## src/rtl/pipelined_zero_detect_pkg.sv

```systemverilog
// rtl/pipelined_zero_detect_pkg.sv - shared constants and tree-sizing helpers for reduction pipelines
package pipelined_zero_detect_pkg;

  localparam logic MODE_NZ = 1'b0;
  localparam logic MODE_EQ = 1'b1;

  function automatic int clog2(input int value);
    int r;
    r = 0;
    while ((1 << r) < value) r++;
    return r;
  endfunction

  // Number of pairwise-reduction levels needed to fold WIDTH bits to one.
  function automatic int tree_depth(input int width);
    return clog2(width);
  endfunction

  // Number of register stages when each stage absorbs up to lps levels.
  function automatic int tree_stages(input int width, input int lps);
    return (tree_depth(width) + lps - 1) / lps;
  endfunction

endpackage

```

## src/rtl/pipelined_zero_detect_or_reduce_level.sv

```systemverilog
// rtl/pipelined_zero_detect_or_reduce_level.sv - one OR-tree level folding adjacent bit pairs
module or_reduce_level #(
  parameter int IN_W = 2
) (
  input  logic [IN_W-1:0]   din,
  output logic [IN_W/2-1:0] dout
);

  // Bit i of the narrower vector is the OR of bits 2i and 2i+1.
  always_comb begin
    dout = '0;
    for (int i = 0; i < IN_W / 2; i++) begin
      dout[i] = din[2*i] | din[2*i+1];
    end
  end

endmodule

```

## src/rtl/pipelined_zero_detect.sv

```systemverilog
// rtl/pipelined_zero_detect.sv - pipelined nonzero/equality detector with tag sideband and handshakes
module pipelined_zero_detect
  import pipelined_zero_detect_pkg::*;
#(
  parameter int WIDTH            = 32,
  parameter int LEVELS_PER_STAGE = 2,
  parameter int TAG_W            = 5
) (
  input  logic             clock,
  input  logic             reset_n,
  input  logic             flush,
  input  logic             in_valid,
  output logic             in_ready,
  input  logic             in_mode,
  input  logic [WIDTH-1:0] in_a,
  input  logic [WIDTH-1:0] in_b,
  input  logic [TAG_W-1:0] in_tag,
  output logic             out_valid,
  input  logic             out_ready,
  output logic             out_nonzero,
  output logic             out_zero,
  output logic [TAG_W-1:0] out_tag
);

  localparam int DEPTH  = tree_depth(WIDTH);
  localparam int STAGES = tree_stages(WIDTH, LEVELS_PER_STAGE);

  logic              adv;
  logic [STAGES-1:0] valid_q;
  logic [TAG_W-1:0]  tag_q [STAGES];
  logic [WIDTH-1:0]  vec0;
  logic              zero_q;

  // The whole pipe moves in lockstep; it only freezes when a finished result is refused.
  assign adv      = !valid_q[STAGES-1] | out_ready;
  assign in_ready = adv;
  assign vec0     = (in_mode == MODE_EQ) ? (in_a ^ in_b) : in_a;

  // Valid bits shift with the pipe (bubbles included); tags follow only valid entries.
  always_ff @(posedge clock or negedge reset_n) begin
    if (!reset_n) begin
      valid_q <= '0;
      for (int s = 0; s < STAGES; s++) tag_q[s] <= '0;
    end else if (flush) begin
      valid_q <= '0;
    end else if (adv) begin
      valid_q[0] <= in_valid;
      if (in_valid) tag_q[0] <= in_tag;
      for (int s = 1; s < STAGES; s++) begin
        valid_q[s] <= valid_q[s-1];
        if (valid_q[s-1]) tag_q[s] <= tag_q[s-1];
      end
    end
  end

  for (genvar s = 0; s < STAGES; s++) begin : g_stage
    localparam int LO    = s * LEVELS_PER_STAGE;
    localparam int HI    = (LO + LEVELS_PER_STAGE > DEPTH) ? DEPTH : LO + LEVELS_PER_STAGE;
    localparam int IN_W  = WIDTH >> LO;
    localparam int OUT_W = WIDTH >> HI;

    logic [IN_W-1:0]  stage_in;
    logic [OUT_W-1:0] stage_out;
    logic [OUT_W-1:0] data_q;
    logic             prev_valid;

    if (s == 0) begin : g_first
      assign stage_in   = vec0;
      assign prev_valid = in_valid;
    end else begin : g_next
      assign stage_in   = g_stage[s-1].data_q;
      assign prev_valid = valid_q[s-1];
    end

    for (genvar k = 0; k < HI - LO; k++) begin : g_lvl
      logic [(IN_W>>(k+1))-1:0] lout;
      if (k == 0) begin : g_src
        or_reduce_level #(.IN_W(IN_W)) u_lvl (.din(stage_in), .dout(lout));
      end else begin : g_src
        or_reduce_level #(.IN_W(IN_W >> k)) u_lvl (.din(g_lvl[k-1].lout), .dout(lout));
      end
    end

    assign stage_out = g_lvl[HI-LO-1].lout;

    // Partial vector only loads from a valid predecessor so outputs keep the last real result.
    always_ff @(posedge clock or negedge reset_n) begin
      if (!reset_n) begin
        data_q <= '0;
      end else if (!flush && adv && prev_valid) begin
        data_q <= stage_out;
      end
    end

    if (s == STAGES - 1) begin : g_last
      // Registered complement so out_zero is 0 after reset rather than the inverse of out_nonzero.
      always_ff @(posedge clock or negedge reset_n) begin
        if (!reset_n) begin
          zero_q <= 1'b0;
        end else if (!flush && adv && prev_valid) begin
          zero_q <= ~stage_out[0];
        end
      end
    end
  end

  assign out_valid   = valid_q[STAGES-1];
  assign out_nonzero = g_stage[STAGES-1].data_q[0];
  assign out_zero    = zero_q;
  assign out_tag     = tag_q[STAGES-1];

endmodule

```

## config.mk

```make
export PLATFORM = sky130hd
export DESIGN_NAME = pipelined_zero_detect
export DESIGN_NICKNAME = d
export VERILOG_FILES = /design/src/rtl/pipelined_zero_detect_pkg.sv /design/src/rtl/pipelined_zero_detect_or_reduce_level.sv /design/src/rtl/pipelined_zero_detect.sv
export SDC_FILE = /design/constraint.sdc
export NUM_CORES = 1
export LEC_CHECK = 0
export BUFFER_PORTS_ARGS = -buffer_cell sky130_fd_sc_hd__buf_4
export CAP_MARGIN = 10
export CORE_UTILIZATION = 45
export CTS_CLUSTER_SIZE = 20
export DETAILED_ROUTE_END_ITERATION = 7
export PLACE_DENSITY_LB_ADDON = 0.12
export SLEW_MARGIN = 25
export SYNTH_ARGS = -nofsm -noshare
export SYNTH_HDL_FRONTEND = slang
export SYNTH_SLANG_ARGS = --single-unit
```

## constraint.sdc

```tcl
create_clock -name clock -period 1.4 [get_ports clock]
set_input_delay 0.21 -clock clock [delete_from_list [all_inputs] [get_ports clock]]
set_output_delay 0.21 -clock clock [all_outputs]
set_load 0.01 [all_outputs]
```

## Word level (Yosys, flattened, before mapping)

Cells that the tools add are included.

- Flip-flop bits (word level): 30
- Input bits: 75

- Bitwise logic cells: 35
- Multiplexer cells: 3
- Reduce and logical (&&, ||, !) cells: 10

Operators by type and width:

| cell | number |
|---|---|
| two-way mux 32 bit | 1 |
| bitwise OR 1 bit | 32 |
| XOR 32 bit | 1 |
| AND reduction 3 bit | 3 |
| two-way mux 3 bit | 2 |
| logical AND 1 bit | 4 |
| logical NOT 1 bit | 2 |
| inverter 1 bit | 2 |
| nonzero test 2 bit | 1 |

## Longest topological paths before layout

Gate-level depths: netlist of the first run.

- Depth after elaboration: 4
- Depth in mapped cells: 6
- Gate-level depth less buffers: 4

## Modules after synthesis

Synthesis of the first run repeated with hierarchy kept, for this count alone.

- Cells, all modules: 175
- Area total of the unflattened synthesis: 1819.2 um2

Modules (own cells, without submodules):

| module | cells an instance | instances | sequential area each (um2) | area each (um2) |
|---|---|---|---|---|
| pipelined_zero_detect | 144 | 1 | 750.7 | 1625.3 |
| or_reduce_level (g_stage[0].g_lvl[0].g_src.u_lvl) | 16 | 1 | 0.0 | 100.1 |
| or_reduce_level (g_stage[0].g_lvl[1].g_src.u_lvl) | 8 | 1 | 0.0 | 50.0 |
| or_reduce_level (g_stage[1].g_lvl[0].g_src.u_lvl) | 4 | 1 | 0.0 | 25.0 |
| or_reduce_level (g_stage[1].g_lvl[1].g_src.u_lvl) | 2 | 1 | 0.0 | 12.5 |
| or_reduce_level (g_stage[2].g_lvl[0].g_src.u_lvl) | 1 | 1 | 0.0 | 6.3 |

## Least setup slack after synthesis of the first run

No wires, ideal clock.

- Kind: flip-flop to flip-flop
- From: register valid_q[2]
- To: register tag_q[10] in the netlist's numbering
- Required time: 1.275 ns
- Cell stages (with the launch flop): 6
- Buffers on the path: 2
- Arrival: 1.240 ns
- Setup time: 0.125 ns
- Setup slack: 0.035 ns
- Cells stage by stage: dfrtp_1 > nand2b_4 > and3b_1 > buf_2 > buf_6 > mux2_4

- Word-level cells in the longest chain between the ends: 3

RTL lines:

| what | line | source |
|---|---|---|
| start: declaration | pipelined_zero_detect.sv:29 | `logic [STAGES-1:0] valid_q;` |
| start signal: indexed assignment | pipelined_zero_detect.sv:50 | `valid_q[s] <= valid_q[s-1];` |
| logical NOT 1 bit | pipelined_zero_detect.sv:35 | `assign adv = !valid_q[STAGES-1] \| out_ready;` |
| bitwise OR 1 bit | pipelined_zero_detect.sv:35 |  |
| named net in_ready | pipelined_zero_detect.sv:13 | `output logic in_ready,` |
| AND reduction 3 bit (no line) | - |  |
| end signal: indexed assignment | pipelined_zero_detect.sv:51 | `if (valid_q[s-1]) tag_q[s] <= tag_q[s-1];` |
| end: declaration | pipelined_zero_detect.sv:30 | `logic [TAG_W-1:0] tag_q [STAGES];` |

The timed path passes the listed nets, and every way through them passes these cells.
A chain may end at the register's enable or synchronous reset.

## Worst setup path after layout of the first run

- From: register valid_q[2]
- To: register tag_q[12] in the netlist's numbering

- Word-level cells in the longest chain between the ends: 3

RTL lines:

| what | line |
|---|---|
| logical NOT 1 bit | pipelined_zero_detect.sv:35 |
| bitwise OR 1 bit | pipelined_zero_detect.sv:35 |
| AND reduction 3 bit (no line) | - |

No other way between the ends.

==> results of run 1 <==
what timing repair did:
| action | 4_1_cts | 5_1_grt |
|---|---|---|
| hold buffers | 1 | 0 |
| hold endpoints to repair | 30 | 0 |
| gates resized for setup | 0 | 1 |
| setup endpoints to repair | 0 | 3 |
through the flow:
step                      power, W  area [sq um]  instances  hold slack [ns]  setup slack (ns)
final                      0.00260          2700        329           0.0979            0.0840
after global routing       0.00276          2700        329           0.0936            0.0234
after CTS                  0.00263          2690        329           0.0894            0.0569
after detailed placement   0.00192          2590        320            0.159            0.0638
after global placement     0.00190          2590        320            0.153            0.0870
after floorplan            0.00158          1940        195          -0.0856            0.0353
worst max-delay path by stage:
stage | slack, ns | cells past startpoint | end | startpoint
2_1_floorplan | 0.04 | 5 | tag_q[10] | valid_q[2]
3_3_place_gp | 0.09 | 4 | tag_q[14] | valid_q[2]
3_5_place_dp | 0.06 | 4 | tag_q[12] | valid_q[2]
4_1_cts | 0.06 | 4 | tag_q[12] | valid_q[2]
5_1_grt | 0.02 | 5 | g_stage[0].data_q[4] | valid_q[2]
6_report | 0.08 | 4 | tag_q[12] | valid_q[2]
sequential cells by signal, indices dropped and copies added, names as in the netlist:
name	cells
g_stage.data_q	10
out_nonzero	1
out_tag	5
out_zero	1
tag_q	10
valid_q	3
cells by family (layout without fill, tap and decap cells):
group	after synthesis	in the layout
flops	30	30
mux	15	15
xor+xnor	16	16
simple gates	63	63
buf+inv	17	101
compound gates	54	54
placed cells by master (no fill, tap or decap), types with 5 or more instances in the layout:
cell type,n
nand3_1,15
o21a_1,21
mux2_2,12
dfrtp_1,30
o221ai_1,7
nor3_1,15
nand4b_1,15
buf_4,89
o22ai_1,14
o21ai_0,5
xor2_1,15
clkbuf_8,6
power by group through the flow:
stage / sequential [W] / clock, W / combinational, W
after CTS: 0.00114 / 0.000725 / 0.000766
final: 0.00114 / 0.000703 / 0.000760
after floorplan: 0.00113 / 0 / 0.000451
after global routing: 0.00116 / 0.000755 / 0.000842
after detailed placement: 0.00116 / 0 / 0.000761
after global placement: 0.00115 / 0 / 0.000748
worst max-delay path: stages, from the launching register on:
cell      delay [ns]
dfrtp_1         0.40
nand2b_4        0.11
and3b_2         0.23
buf_12          0.16
mux2_4          0.30
final cells by class:
| type | count | area, sq um |
|---|---|---|
| clock buffers | 7 | 86.3 |
| clock inverters | 1 | 5.00 |
| fillers | 341 | 1360 |
| inverters | 2 | 7.51 |
| multi-input cells | 148 | 1080 |
| flip-flops and latches | 30 | 751 |
| well taps | 50 | 62.6 |
| repair buffers | 91 | 698 |
per-layer routing:
layer | up-vias | share of wire
li1 | 908 | -
met1 | 843 | 0.45
met2 | 59 | 0.47
met3 | 5 | 0.067
met4 | 0 | 0.012
met5 | - | 0
==> Implementation_results.wiki, run 1 <==
{| class="wikitable"
! Metric !! Value
|-
| Y dimension of the die || 67.6 um
|-
| CP Class || register to register
|-
| Gr busiest metal || met2
|-
| Total standard cell area after synthesis || 1940 sq um
|-
| Normalized max-slew margin || 0.748
|-
| Flop and latch count out of synthesis || 30
|-
| Fmax || 760 MHz
|-
| Overall routing resource usage || 0.210
|-
| Final critical-path share of the clock period || 0.940
|-
| Effective utilization at floorplan || 0.477
|-
| Number of library cell types mapped by synthesis || 28
|-
| Number of flops mapped to enable cells by yosys || 0
|-
| Hold crit path type || primary input to register
|-
| Clock Pin Slew Worst Setup and Hold Paths || 0.06 ns
|-
| Gate power share || 0.292
|-
| Final net count || 353
|-
| Final hold violation count || 0
|-
| Maximum fanout encountered on the critical timing path || 19
|-
| Fraction of the mapped netlist area in compound gates || 0.196
|-
| Drt first-iter violations || 88
|-
| Mean instance size in the synthesized netlist || 9.93 sq um
|-
| Sum of negative setup slack || 0 ns
|-
| Number of I/O pins || 84
|-
| Data required time of the worst path || 1.56 ns
|-
| Post-synth top cells || dfrtp_1, o21a_1
|-
| Per-cell via count in the routed design || 5.52
|-
| Wire length of the first global-routing pass || 7360 um
|-
| Synthesized-area fraction occupied by xor and xnor cells || 0.0724
|-
| Total clock buffers created by CTS || 5
|-
| Multiplexer share of the synthesized area || 0.0931
|-
| Post-layout min period || 1.32 ns
|-
| Post-DP HPWL || 3500 um
|-
| Final design utilization || 0.664
|-
| Worst Max-Slew Pin Slew || 0.377 ns
|-
| Number of antenna violations at the first check in global routing || 0
|-
| Syn-to-layout area delta || 39.2%
|-
| Insertion delay to the later sink of the worst-skew pair || 0.28 ns
|-
| Setup violators final || 0
|-
| Sequential fraction of the synthesis area || 0.388
|-
| Overflow after GRT || 0
|-
| Area fraction of the dominant cell type after synthesis || 0.388
|-
| Total clock sinks || 30
|-
| NetSw || 0.000696 W
|-
| Clock H-tree levels || 2
|-
| GRT met3 Usage || 0.0541
|-
| Pin count of the biggest net entering global routing || 31
|-
| Area share of fa/ha/maj cells after synthesis || 0
|-
| Post-detailed-route wirelength per cell || 13.4 um
|-
| Signal arrival time at the worst endpoint || 1.48 ns
|-
| Power per cell area || 966 nW/um^2
|-
| Cells after synthesis || 195
|-
| End of the worst register-to-register path || tag_q[12]
|-
| Clock tree from TritonCTS || yes
|-
| Max-slew violation count || 0
|-
| Cell at the root of the clock tree || clkbuf_8
|-
| Buffer depth of the longest clock path || 2
|-
| Total Wirelength || 4420 um
|-
| Net Count, Synth || 270
|-
| Fraction of layout instances using a drive strength above 1 || 0.409
|-
| Number of standard-cell rows in the floorplan || 23
|-
| Beginning of the worst register-to-register path || valid_q[2]
|-
| Post-synthesis simple-gate area fraction || 0.198
|-
| Reg-to-reg setup timing slack || 0.08 ns
|-
| Yosys warnings || 0
|-
| Total vias in the final route || 1815
|-
| Die outline width || 67.6 um
|-
| GR met1 Demand/Resource || 0.269
|-
| Number of cells traversed by the worst hold path || 2
|-
| Placeable core region || 4060 sq um
|-
| GPL Wtd Cong || 0.742
|-
| Post-CTS setup buffer count || 0
|-
| Number of global-route vias before repair || 1752
|-
| Max-cap violations || 0
|-
| Worst setup EP type || register
|-
| Cell internal pwr || 0.00191 W
|-
| Die Outline Area || 4570 sq um
|-
| Detailed Routing Iterations Pass 1 || 4
|-
| Cell taking the most area after synthesis || dfrtp_1
|-
| Area contributors post-synth || dfrtp_1, o21a_1, mux2_2, nand4b_1, xor2_1
|-
| Setup repair after global routing missed its margin || no
|-
| Dominant combinational cell family by area after synthesis || simple AND/OR/NAND/NOR gates
|-
| Power share of the sequential group || 0.438
|-
| Post-synth top flop || dfrtp_1
|-
| IO buf count || 83
|-
| Met2 Track Usage GR || 0.340
|-
| Total inserted antenna cells || 0
|-
| Switching part of the total || 0.267
|-
| Leakage Power || 1.15 nW
|-
| Hold Crit Endpoint || valid_q[2]
|-
| Min-delay src || flush
|-
| CP Launch Type || register
|-
| Clock network fraction of total power || 0.270
|-
| Number of nets still failing antenna checks after routing || 0
|-
| Number of cells on the worst reg-to-reg path || 4
|-
| Cell with the most instances after synthesis || dfrtp_1
|-
| Detailed-route DRC error count || 0
|-
| Setup Skew || 0.00234 ns
|-
| Asr flop ratio synth || 1.00
|-
| Maximum vdd drop || 0.500 mV
|-
| Status || finished, final reports clean
|}
Note: power is estimated with default switching activity, not from simulation.
==> run 2, diff against run 1 <==
--- a/config.mk
+++ b/config.mk
@@ -7,11 +7,12 @@
 export LEC_CHECK = 0
 export BUFFER_PORTS_ARGS = -buffer_cell sky130_fd_sc_hd__buf_4
 export CAP_MARGIN = 10
-export CORE_UTILIZATION = 45
+export CORE_UTILIZATION = 33
 export CTS_CLUSTER_SIZE = 20
 export DETAILED_ROUTE_END_ITERATION = 7
 export PLACE_DENSITY_LB_ADDON = 0.12
 export SLEW_MARGIN = 25
 export SYNTH_ARGS = -nofsm -noshare
 export SYNTH_HDL_FRONTEND = slang
+export SYNTH_HIERARCHICAL = 1
 export SYNTH_SLANG_ARGS = --single-unit
==> constraint.sdc (replaced) <==
create_clock -name clock -period 1.1 [get_ports clock]
set_input_delay 0.165 -clock clock [delete_from_list [all_inputs] [get_ports clock]]
set_output_delay 0.165 -clock clock [all_outputs]
set_load 0.01 [all_outputs]
==> run 2 against run 1 <==
Effect of this change: the run now ends with setup timing left; worst setup slack got worse by 0.34 ns; design area grew 2.1%; core utilization decreased by 14 points; register-to-register slack worse by 0.34 ns; global-route usage fell by 8.1 points; synthesized area decreased by 6.0%; sequential share of layout area is 0.57 points lower; hold slack improved by 0.024 ns; critical path depth up 1; clock skew up 0.0021 ns; die area increased by 27%; highest routed layer unchanged.
==> Implementation_results.wiki, run 2 <==
{| class="wikitable"
! Metric !! Value
|-
| Placement Setup Slack || -0.416 ns (was 0.0638 ns)
|-
| Number of standard-cell rows in the floorplan || 26 (was 23)
|-
| Routed metal-1 wirelength || 1500 um (was 2010 um)
|-
| Die outline width || 76.3 um (was 67.6 um)
|-
| CP Launch Type || register (unchanged)
|-
| Post-synth top flop || dfrtp_1 (unchanged)
|-
| Violated checks || setup timing
|-
| Asr flop ratio synth || 1.00 (unchanged)
|-
| Family with the most delay on the worst path || simple AND/OR/NAND/NOR gates (was flip-flops)
|-
| Fraction of layout instances using a drive strength above 1 || 0.489 (was 0.409)
|-
| Worst Max-Slew Pin Slew || 0.389 ns (was 0.377 ns)
|-
| Final net count || 342 (was 353)
|-
| Met3 wire length || 287 um (was 295 um)
|-
| GPL Wtd Cong || 0.704 (was 0.742)
|-
| Number of flops mapped to enable cells by yosys || 0 (unchanged)
|-
| Net Count, Synth || 250 (was 270)
|-
| Cell at the root of the clock tree || clkbuf_8 (unchanged)
|-
| Syn-to-layout area delta || 51.2% (was 39.2%)
|-
| Final design utilization || 0.529 (was 0.664)
|-
| Total clock buffers created by CTS || 5 (unchanged)
|-
| Area fraction of the dominant cell type after synthesis || 0.413 (was 0.388)
|-
| Die Outline Area || 5810 sq um (was 4570 sq um)
|-
| Final hold slack || 0.122 ns (was 0.0979 ns)
|-
| CP Class || register to register (unchanged)
|-
| Signal arrival time at the worst endpoint || 1.51 ns (was 1.48 ns)
|-
| Sum of negative setup slack || -6.42 ns (was 0 ns)
|-
| Detailed Routing Iterations Pass 1 || 4 (unchanged)
|-
| Setup repair after global routing missed its margin || yes (was no)
|-
| Top routing layer in use || met4 (unchanged)
|-
| IO buf count || 83 (unchanged)
|-
| Total standard cell area after synthesis || 1820 sq um (was 1940 sq um)
|-
| Total vias in the final route || 1426 (was 1815)
|-
| Synthesized-area fraction occupied by xor and xnor cells || 0.154 (was 0.0724)
|-
| Worst setup EP type || register (unchanged)
|-
| Number of fill cells in the layout || 489 (was 341)
|-
| Buffers and inverters on the worst path || 2 (was 1)
|-
| Met2 Routed Length || 1590 um (was 2060 um)
|-
| Area share of fa/ha/maj cells after synthesis || 0 (unchanged)
|-
| Slowest cell on the critical path || dfrtp_1 (unchanged)
|-
| Detailed-route DRC error count || 0 (unchanged)
|-
| Effective utilization at floorplan || 0.350 (was 0.477)
|-
| Multiplexer share of the synthesized area || 0.166 (was 0.0931)
|-
| Clock network fraction of total power || 0.266 (was 0.270)
|-
| Fmax || 738 MHz (was 760 MHz)
|-
| Overall routing resource usage || 0.129 (was 0.210)
|-
| Switching part of the total || 0.242 (was 0.267)
|-
| Cells after synthesis || 175 (was 195)
|-
| Gate power share || 0.304 (was 0.292)
|-
| Per-cell via count in the routed design || 4.22 (was 5.52)
|-
| Post-layout worst setup margin || -0.254 ns (was 0.0840 ns)
|-
| Maximum fanout encountered on the critical timing path || 7 (was 19)
|-
| Most common library cell in the layout ignoring fill and taps || buf_4 (unchanged)
|-
| Clock tree from TritonCTS || yes (unchanged)
|-
| Clock Pin Slew Worst Setup and Hold Paths || 0.06 ns (about the same)
|-
| Critical-path cell list || nor2b_4 -> inv_2 -> buf_6 -> nand3b_4 -> mux2_4 (was nand2b_4 -> and3b_2 -> buf_12 -> mux2_4)
|-
| Setup violators final || 28 (was 0)
|-
| Final instance area || 2750 sq um (was 2700 sq um)
|-
| NetSw || 0.000804 W (was 0.000696 W)
|-
| Number of library cell types mapped by synthesis || 15 (was 28)
|-
| Dominant combinational cell family by area after synthesis || simple AND/OR/NAND/NOR gates (unchanged)
|-
| Drt first-iter violations || 31 (was 88)
|-
| Pin count of the biggest net entering global routing || 33 (was 31)
|-
| Post-DP HPWL || 2660 um (was 3500 um)
|-
| Post-layout min period || 1.35 ns (was 1.32 ns)
|-
| Max-cap violations || 0 (unchanged)
|-
| Leakage Power || 1.25 nW (was 1.15 nW)
|-
| Area contributors post-synth || dfrtp_1, mux2_2, xnor2_1, or2_1, nand2_1 (was dfrtp_1, o21a_1, mux2_2, nand4b_1, xor2_1)
|-
| Power per cell area || 1210 nW/um^2 (was 966 nW/um^2)
|-
| Buffer depth of the longest clock path || 2 (unchanged)
|-
| Placeable core region || 5200 sq um (was 4060 sq um)
|-
| Cell with the most instances after synthesis || nand2_1 (was dfrtp_1)
|-
| Insertion delay to the later sink of the worst-skew pair || 0.27 ns (was 0.28 ns)
|-
| Number of I/O pins || 84 (unchanged)
|-
| Flop and latch count out of synthesis || 30 (unchanged)
|-
| Status || finished, violations left (was finished, final reports clean)
|-
| Yosys warnings || 6 (was 0)
|-
| Total clock sinks || 30 (unchanged)
|-
| Number of antenna violations at the first check in global routing || 0 (unchanged)
|-
| Y dimension of the die || 76.3 um (was 67.6 um)
|-
| Sequential fraction of the synthesis area || 0.413 (was 0.388)
|-
| Post-detailed-route wirelength per cell || 10.1 um (was 13.4 um)
|-
| Wire length of the first global-routing pass || 6050 um (was 7360 um)
|-
| Number of global-route vias before repair || 1416 (was 1752)
|-
| Post-synth top cells || nand2_1, xnor2_1, or2_1 (was dfrtp_1, o21a_1)
|-
| Overflow after GRT || 0 (unchanged)
|-
| Mean instance size in the synthesized netlist || 10.4 sq um (was 9.93 sq um)
|-
| Total Wirelength || 3430 um (was 4420 um)
|-
| Max incr delay on CP || 0.34 ns (was 0.40 ns)
|-
| Number of nets still failing antenna checks after routing || 0 (unchanged)
|-
| Maximum vdd drop || 0.651 mV (was 0.500 mV)
|-
| Max-slew violation count || 0 (unchanged)
|-
| Setup Skew || 0.00449 ns (was 0.00234 ns)
|-
| Normalized max-slew margin || 0.740 (was 0.748)
|-
| Commonest cells after routing, fill and taps aside || buf_4, nand2_1, xnor2_1, or2_1, dfrtp_1 (was buf_4, dfrtp_1, o21a_1)
|-
| Final critical-path share of the clock period || 1.23 (was 0.940)
|-
| Area taken by multi-input logic gates || 1080 sq um (about the same)
|-
| Cell taking the most area after synthesis || dfrtp_1 (unchanged)
|-
| Post-synthesis simple-gate area fraction || 0.224 (was 0.198)
|-
| Sequential standard cell area || 751 sq um (unchanged)
|-
| Total inserted antenna cells || 0 (unchanged)
|-
| Clock H-tree levels || 2 (unchanged)
|-
| Fraction of the mapped netlist area in compound gates || 0.00550 (was 0.196)
|-
| Power share of the sequential group || 0.430 (was 0.438)
|-
| Cell internal pwr || 0.00251 W (was 0.00191 W)
|-
| Hold crit path type || primary input to register (unchanged)
|-
| Post-place instance area || 2550 sq um (was 2590 sq um)
|-
| Final hold violation count || 0 (unchanged)
|-
| Data required time of the worst path || 1.26 ns (was 1.56 ns)
|}
[run 2: cell types whose count changed after synthesis, sizes merged, moves of 21 or more]
cell	previous run	this run
o21a	21	0
nand2	4	36
xnor2	1	32
or2	0	31
[run 2: worst reg2reg max path: stages, from the launching register on]
cell and delay (ns):
dfrtp_1 0.34, nor2b_4 0.24, inv_2 0.07, buf_6 0.12
nand3b_4 0.15, mux2_4 0.32
[run 2: routing by layer]
layer  global-route usage  vias up
met5                    0        -
li1                     -      733
met4               0.0462        0
met3               0.0479        5
met2                0.218       62
met1                0.150      626
[run 2: power by group through the flow]
stage,Sequential (W),Clock (W),Combinational [W]
final,0.00143,0.000881,0.00101
after global placement,0.00143,0,0.000905
after floorplan,0.00141,0,0.000599
after global routing,0.00145,0.000988,0.00110
after CTS,0.00142,0.000926,0.000983
after detailed placement,0.00144,0,0.000920
[run 2: cells by family (layout without fill, tap and decap cells)]
family | after synthesis | in the layout
DFF | 30 | 30
muxes | 27 | 27
xor gates and xnor gates | 32 | 32
and+or+nand+nor | 73 | 73
AOI/OAI and AO/OA | 2 | 2
buffers and inverters | 11 | 104
[run 2: final timing paths]
kind                                       from                   end  slack [ns]  cells past startpoint
setup / recovery                     valid_q[2]            out_tag[3]       -0.25                      5
hold / removal                        in_tag[0]             tag_q[10]        0.12                      2
setup reg to reg                     valid_q[2]            out_tag[3]       -0.25                      5
hold reg to reg            g_stage[0].data_q[2]  g_stage[0].data_q[2]        0.50                      1
max in group asynchronous               reset_n            valid_q[2]        0.45                      2
min in group asynchronous               reset_n             tag_q[10]        0.36                      2
[run 2: per-stage QoR]
step	total power (W)	cells
floorplan	0.00201	175
global placement	0.00233	328
detailed placement	0.00236	328
CTS	0.00333	338
global route	0.00354	338
finish	0.00332	338
[run 2: what timing repair did]
action                                  CTS  global route
gates resized for setup                  16             9
gates cloned                              0             0
hold endpoints to repair                 30             0
pin swaps                                 0             0
buffers inserted                          1             0
endpoints found under the setup margin   28            28
hold buffers                              1             0
[run 2: layout make-up]
type	count	share of cell area
clock buffer	7	0.0314
clock inverter	1	0.00182
multi-input combinational	134	0.391
tap	70	0.0318
timing repair buffer	94	0.268
sequential	30	0.273
inverter	2	0.00273
